===== config.mk =====
export PLATFORM = sky130hd
export DESIGN_NAME = ex_muldiv_stage
export DESIGN_NICKNAME = d
export VERILOG_FILES = /design/src/rtl/cpu_pkg.sv /design/src/rtl/muldiv_iter.sv /design/src/rtl/ex_muldiv_stage.sv
export SDC_FILE = /design/constraint.sdc
export NUM_CORES = 1
export LEC_CHECK = 0
export CAP_MARGIN = 20
export CORE_MARGIN = 1.5
export CORE_UTILIZATION = 54
export DETAILED_ROUTE_END_ITERATION = 8
export MAX_ROUTING_LAYER = met4
export PLACE_DENSITY = 0.8
export SETUP_SLACK_MARGIN = 0.02
export SLEW_MARGIN = 0
export SYNTH_ARGS = -nofsm -noshare
export SYNTH_HDL_FRONTEND = slang
export SYNTH_SLANG_ARGS = --single-unit

===== constraint.sdc =====
create_clock -name clk -period 6.4 [get_ports clk]
set_clock_uncertainty 0.2 [all_clocks]
set_input_delay 0.64 -clock clk [delete_from_list [all_inputs] [get_ports clk]]
set_output_delay 0.64 -clock clk [all_outputs]
set_load 0.005 [all_outputs]

===== src/rtl/cpu_pkg.sv =====
// rtl/cpu_pkg.sv - shared func codes, FSM encoding and mul/div constants
package cpu_pkg;

    localparam int ITER  = 32;
    localparam int CNT_W = $clog2(ITER);

    localparam logic [5:0] FN_ADD   = 6'h20;
    localparam logic [5:0] FN_SUB   = 6'h22;
    localparam logic [5:0] FN_AND   = 6'h24;
    localparam logic [5:0] FN_OR    = 6'h25;
    localparam logic [5:0] FN_SLT   = 6'h2A;
    localparam logic [5:0] FN_MFHI  = 6'h10;
    localparam logic [5:0] FN_MFLO  = 6'h12;
    localparam logic [5:0] FN_MULT  = 6'h18;
    localparam logic [5:0] FN_MULTU = 6'h19;
    localparam logic [5:0] FN_DIV   = 6'h1A;
    localparam logic [5:0] FN_DIVU  = 6'h1B;

    typedef enum logic [1:0] {
        ST_IDLE = 2'd0,
        ST_RUN  = 2'd1,
        ST_DONE = 2'd2
    } state_t;

    // bit1 selects divide, bit0 selects signed operation
    typedef enum logic [1:0] {
        MD_MULTU = 2'b00,
        MD_MULT  = 2'b01,
        MD_DIVU  = 2'b10,
        MD_DIV   = 2'b11
    } md_kind_t;

    function automatic logic is_md_func(input logic [5:0] f);
        return (f == FN_MULT) || (f == FN_MULTU) || (f == FN_DIV) || (f == FN_DIVU);
    endfunction

    function automatic md_kind_t md_kind_of(input logic [5:0] f);
        return md_kind_t'({f[1], ~f[0]});
    endfunction

endpackage


===== src/rtl/muldiv_iter.sv =====
// rtl/muldiv_iter.sv - 32-step shift-add multiplier / restoring divider
module muldiv_iter
    import cpu_pkg::*;
(
    input  logic        clk,
    input  logic        reset,
    input  logic        start,
    input  logic        step,
    input  md_kind_t    kind,
    input  logic [31:0] op_a,
    input  logic [31:0] op_b,
    output logic        done,
    output logic [31:0] hi,
    output logic [31:0] lo
);

    // acc holds {partial product, multiplier} or {remainder, quotient}
    logic [63:0]      acc;
    logic [31:0]      opnd;
    logic             is_div;
    logic             neg_main;
    logic             neg_rem;
    logic             div0;
    logic [CNT_W-1:0] cnt;

    logic        sa, sb;
    logic [31:0] ma, mb;
    logic [32:0] mul_sum;
    logic [32:0] r_sh;
    logic [32:0] div_diff;
    logic [63:0] mul_next, div_next, acc_next;
    logic [63:0] prod;
    logic [31:0] q, r;

    always_comb begin
        sa = kind[0] & op_a[31];
        sb = kind[0] & op_b[31];
        ma = sa ? -op_a : op_a;
        mb = sb ? -op_b : op_b;

        mul_sum  = {1'b0, acc[63:32]} + (acc[0] ? {1'b0, opnd} : 33'd0);
        mul_next = {mul_sum, acc[31:1]};

        r_sh     = {acc[63:32], acc[31]};
        div_diff = r_sh - {1'b0, opnd};
        div_next = div_diff[32] ? {r_sh[31:0], acc[30:0], 1'b0}
                                : {div_diff[31:0], acc[30:0], 1'b1};

        acc_next = is_div ? div_next : mul_next;

        // results reflect the step in progress so the last step can be captured directly
        prod = neg_main ? -acc_next : acc_next;
        q    = div0 ? 32'hFFFF_FFFF : (neg_main ? -acc_next[31:0] : acc_next[31:0]);
        r    = neg_rem ? -acc_next[63:32] : acc_next[63:32];
        hi   = is_div ? r : prod[63:32];
        lo   = is_div ? q : prod[31:0];
        done = (cnt == CNT_W'(ITER - 1));
    end

    always_ff @(posedge clk) begin
        if (reset) begin
            acc      <= '0;
            opnd     <= '0;
            is_div   <= 1'b0;
            neg_main <= 1'b0;
            neg_rem  <= 1'b0;
            div0     <= 1'b0;
            cnt      <= '0;
        end else if (start) begin
            acc      <= {32'd0, kind[1] ? ma : mb};
            opnd     <= kind[1] ? mb : ma;
            is_div   <= kind[1];
            neg_main <= sa ^ sb;
            neg_rem  <= sa;
            div0     <= (op_b == 32'd0);
            cnt      <= '0;
        end else if (step) begin
            acc <= acc_next;
            cnt <= cnt + 1'b1;
        end
    end

endmodule


===== src/rtl/ex_muldiv_stage.sv =====
// rtl/ex_muldiv_stage.sv - EX stage ALU with iterative mul/div and HI/LO
module ex_muldiv_stage
    import cpu_pkg::*;
(
    input  logic        clk,
    input  logic        reset,
    input  logic        power,
    input  logic        flush,
    input  logic [7:0]  control,
    input  logic [5:0]  func,
    input  logic [31:0] read1,
    input  logic [31:0] read2,
    input  logic [31:0] imm,
    output logic [31:0] result,
    output logic [31:0] hi,
    output logic [31:0] lo,
    output logic        stall,
    output logic        busy
);

    state_t      state;
    logic        stall_hold;
    logic [31:0] opb;
    logic        rtype;
    logic        md_op;
    logic        issue;
    logic        iter_step;
    logic        iter_done;
    logic [31:0] iter_hi, iter_lo;
    logic        stall_now;
    logic        unused_ctrl;

    assign unused_ctrl = ^{control[7:3], control[1]};

    assign opb       = control[0] ? imm : read2;
    assign rtype     = control[2];
    assign md_op     = rtype && is_md_func(func);
    assign issue     = (state == ST_IDLE) && power && !flush && md_op;
    assign iter_step = (state == ST_RUN) && power && !flush;
    assign stall_now = issue || (state == ST_RUN);
    // with power off nothing advances, so the last observed stall is replayed
    assign stall     = power ? stall_now : stall_hold;
    assign busy      = (state == ST_RUN);

    always_comb begin
        result = 32'd0;
        if (!rtype) begin
            result = read1 + opb;
        end else begin
            case (func)
                FN_ADD:  result = read1 + opb;
                FN_SUB:  result = read1 - opb;
                FN_AND:  result = read1 & opb;
                FN_OR:   result = read1 | opb;
                FN_SLT:  result = {31'd0, $signed(read1) < $signed(opb)};
                FN_MFHI: result = hi;
                FN_MFLO: result = lo;
                default: result = 32'd0;
            endcase
        end
    end

    muldiv_iter u_iter (
        .clk   (clk),
        .reset (reset),
        .start (issue),
        .step  (iter_step),
        .kind  (md_kind_of(func)),
        .op_a  (read1),
        .op_b  (opb),
        .done  (iter_done),
        .hi    (iter_hi),
        .lo    (iter_lo)
    );

    always_ff @(posedge clk) begin
        if (reset) begin
            state      <= ST_IDLE;
            hi         <= 32'd0;
            lo         <= 32'd0;
            stall_hold <= 1'b0;
        end else if (power) begin
            stall_hold <= stall_now;
            case (state)
                ST_IDLE: if (issue) state <= ST_RUN;
                ST_RUN: begin
                    if (flush) begin
                        state <= ST_IDLE;
                    end else if (iter_done) begin
                        hi    <= iter_hi;
                        lo    <= iter_lo;
                        state <= ST_DONE;
                    end
                end
                // the instruction leaves the stage here; it must not be issued again
                ST_DONE: state <= ST_IDLE;
                default: state <= ST_IDLE;
            endcase
        end
    end

endmodule


==> results.py <==
metrics = {
    "synth": {
        "yosysWarnings": 0,
        "yosysMostFrequentCell": "a21oi_1",
        "synth_cell_types": 91,
        "synth_top_cell_by_area": "dfxtp_1",
        "synth_area_per_cell_sq_um": 7.10,
        "syn_nets": 3091,
        "synth_area_sq_um": 19900,
        "synth_enable_flop_cells": 0,
        "ys_ff_latch": 172,
        "ys_top_cells_by_area": "dfxtp_1, ha_1, a21oi_1",
        "synth_ff_type": "dfxtp_1",
        "synthTopCellsByCount": "a21oi_1, nand2_1, nor2_1, dfxtp_1",
        "netlist.area_leader.share_pct": 17.3,
        "syn_inst": 2807,
        "async_flop_share_pct": 0,
        "seq_area_frac_synth_pct": 17.3,
    },
    "critical_path": {
        "startpoint_type": "input port",
        "endpoint_kind": "output port",
        "path_buf_inv": 3,
        "cp_max_fo": 21,
        "cp_slowest_stage_delay_ns": 0.55,
        "cp_top_family": "compound AO/OA/AOI/OAI gates",
        "cp_common_cell": "a21oi_1",
        "critPathSlowestCell": "mux2i_1",
        "timing.rr.start": "u_iter.acc[31]$_SDFFE_PP0P_",
        "crit_chain": "buf_2, buf_12, mux2i_1, ha_1, nor4_1, o2111ai_1, a21oi_1, a21oi_1, o41ai_1, a31o_2, nand2b_1, o21ai_0, a21o_1, o31ai_1, a311o_1, clkdlybuf4s50_1",
        "crit_type": "input port to output port",
        "crit_path_start": "control[0]",
        "required_ns": 5.56,
        "critPathArrivalTime_ns": 5.31,
    },
    "global_routing": {
        "grt_pass1_wl_mm": 122,
        "grt_max_degree": 82,
        "antenna_found_initial": 0,
        "grt-ovfl-total": 0,
        "grt_pass1_vias": 20700,
        "grtUsageTotal_pct": 42.6,
    },
    "place": {
        "place_hpwl_mm": 63.7,
        "gp_congestion": 1.01,
        "port_buffers": 205,
        "dpl_cell_area_sq_um": 22700,
    },
    "timing": {
        "slew_viol_final": 0,
        "worst_slew_pin_slew_ns": 1.19,
        "max_freq_mhz": 163,
        "final-hold-violation-count": 0,
        "finalSetupViolations": 0,
        "rsz0062_at_grt": "false",
        "finalCriticalPeriod_ns": 6.15,
        "min_period_over_period_pct": 96.0,
        "finalSetupTns_ns": 0,
        "maxSlewHeadroom_pct": 20.2,
    },
    "clocking": {
        "clock_sinks": 172,
        "cts_buffer_depth": 2,
        "clk_pin_slew_worst_paths_ns": 0.07,
        "insertion_delay_ns": 0.45,
        "root_buffer": "clkbuf_16",
        "cts_tree": "done",
        "htree_levels": 4,
        "cts_made_buffers": 17,
        "hold_buffers": 0,
    },
    "drt": {
        "drtIter0Drc": 2407,
        "first_pass_iters": 8,
        "route.vias.total": 22600,
        "vias_per_cell": 6.56,
        "routed_wl_mm": 81.3,
        "wire_per_inst_um": 23.6,
        "antenna_left": 0,
        "drcViolationCount": 0,
    },
    "finish": {
        "syn2layout_area_growth_pct": 16.9,
        "nets": 3244,
        "nFillCells": 3296,
        "drive_above_1_share_pct": 6.83,
        "antennaDiodeCount": 0,
        "final_area_sq_um": 23300,
    },
    "die": {
        "die_w_um": 195,
        "io_pins": 212,
        "start_util_pct": 54.7,
        "rows": 70,
        "fp.coreArea_sq_um": 36400,
        "die_h_um": 195,
        "die_area_sq_um": 38100,
    },
    "power": {
        "peakVddDrop_mv": 0.184,
        "p_per_area_nw_per_um2": 140,
        "leakage_nw": 9.53,
    },
    "run": {
        "cap_violations": 0,
    },
    "hold_path": {
        "hold_start": "u_iter.opnd[16]$_SDFFE_PP0P_",
        "min_path_type": "flop to flop",
    },
    "run_status": {
        "run_status": "finished, final reports clean",
    },
}
## tightest hold or removal path: cells and delay by family (launching register included)
family	cells	cell delay (ns)
AND/OR/NAND/NOR	1	0.05
flip-flops	1	0.32
AO/OA/AOI/OAI	1	0.05
## layer usage
layer	vias up	wire length [um]	part of all wire [%]	global-route usage, %
met5	-	0	0	-
met4	0	3470	4.3	17.8
met3	210	8060	9.9	5.98
met2	1304	36100	44	65.9
met1	10600	33700	41	55.7
li1	10400	-	-	-
## cells by family (layout without fill, tap and decap cells)
logic type / after synthesis / after routing / share of synthesized area, %
multiplexers: 118 / 118 / 5.99
AND/OR/NAND/NOR: 900 / 900 / 21.1
XOR/XNOR: 208 / 208 / 9.27
buffers and inverters: 323 / 489 / 6.30
flip-flops: 172 / 172 / 17.3
AO/OA/AOI/OAI: 916 / 916 / 29.2
adder cells (fa/ha/maj): 170 / 170 / 10.8
## metrics by stage
stage	hold slack [ns]	util, %	total power, mW	worst slack [ns]	cells
final	0.269	63.9	3.25	0.253	3441
after detailed placement	0.261	62.2	2.16	0.106	3408
after global placement	0.246	62.2	2.15	0.122	3408
after global routing	0.299	63.9	3.37	0.0145	3441
after CTS	0.266	63.8	3.22	0.0980	3440
after floorplan	0.232	-	1.76	0.123	2807
## power by group
| group | total [mW] | internal [mW] | switching, mW | leakage, nW |
|---|---|---|---|---|
| logic | 1.10 | 0.466 | 0.634 | 7.85 |
| clock network | 1.08 | 0.569 | 0.507 | 0.289 |
| registers | 1.08 | 1.07 | 0.00420 | 1.39 |
| total | 3.25 | 2.11 | 1.14 | 9.53 |
## flip-flops by register name, summed over array words and instances, names as in the netlist
name             cells
lo                  32
u_iter.neg_rem       1
u_iter.is_div        1
stall_hold           1
u_iter.opnd         32
u_iter.neg_main      1
u_iter.acc          64
u_iter.div0          1
state                2
u_iter.cnt           5
hi                  32
## area by class of cell
type	instances	area, sq um	share of cell area (%)
clock buffer	20	457	1.96
timing repair buffer	311	2840	12.2
tap	468	586	2.51
multi-input combinational	2312	15300	65.6
inverter	146	548	2.35
sequential	172	3450	14.8
clock inverter	12	125	0.537
## final timing paths
check | to | slack, ns | cells after the start
max | result[31] | 0.25 | 16
min | u_iter.opnd[16]$_SDFFE_PP0P_ | 0.27 | 2
max reg2reg | hi[30]$_SDFFE_PP0P_ | 0.35 | 22
min reg2reg | u_iter.opnd[16]$_SDFFE_PP0P_ | 0.27 | 2
## placed cells by master (no fill, tap or decap), types with 9 or more instances in the layout
master	n
nor2b_1	9
o21a_1	20
a31oi_1	29
o211ai_1	49
nor3b_1	9
xor2_1	56
and4_1	9
nand2b_1	22
clkbuf_16	17
a41oi_1	9
ha_1	166
a21oi_1	291
xnor2_1	150
inv_1	143
and3_1	23
o21bai_1	20
o21ai_0	163
a21o_1	47
nor2_1	257
o41ai_1	10
mux2_2	10
a211oi_1	107
buf_4	106
dfxtp_1	171
o31ai_1	19
and2_1	43
nor4_1	20
mux2i_1	107
nor3_1	92
nand3_1	40
nand2_1	288
nand4_1	25
or2_2	13
clkdlybuf4s50_1	201
o22ai_1	58
or3_1	21
## timing repair
item                                   CTS  global route
endpoints found under the hold margin    0             0
setup endpoints to repair                0             6
buffers inserted                         0             1
gates resized for setup                  0            11
Note: power is estimated with default switching activity, not from simulation.
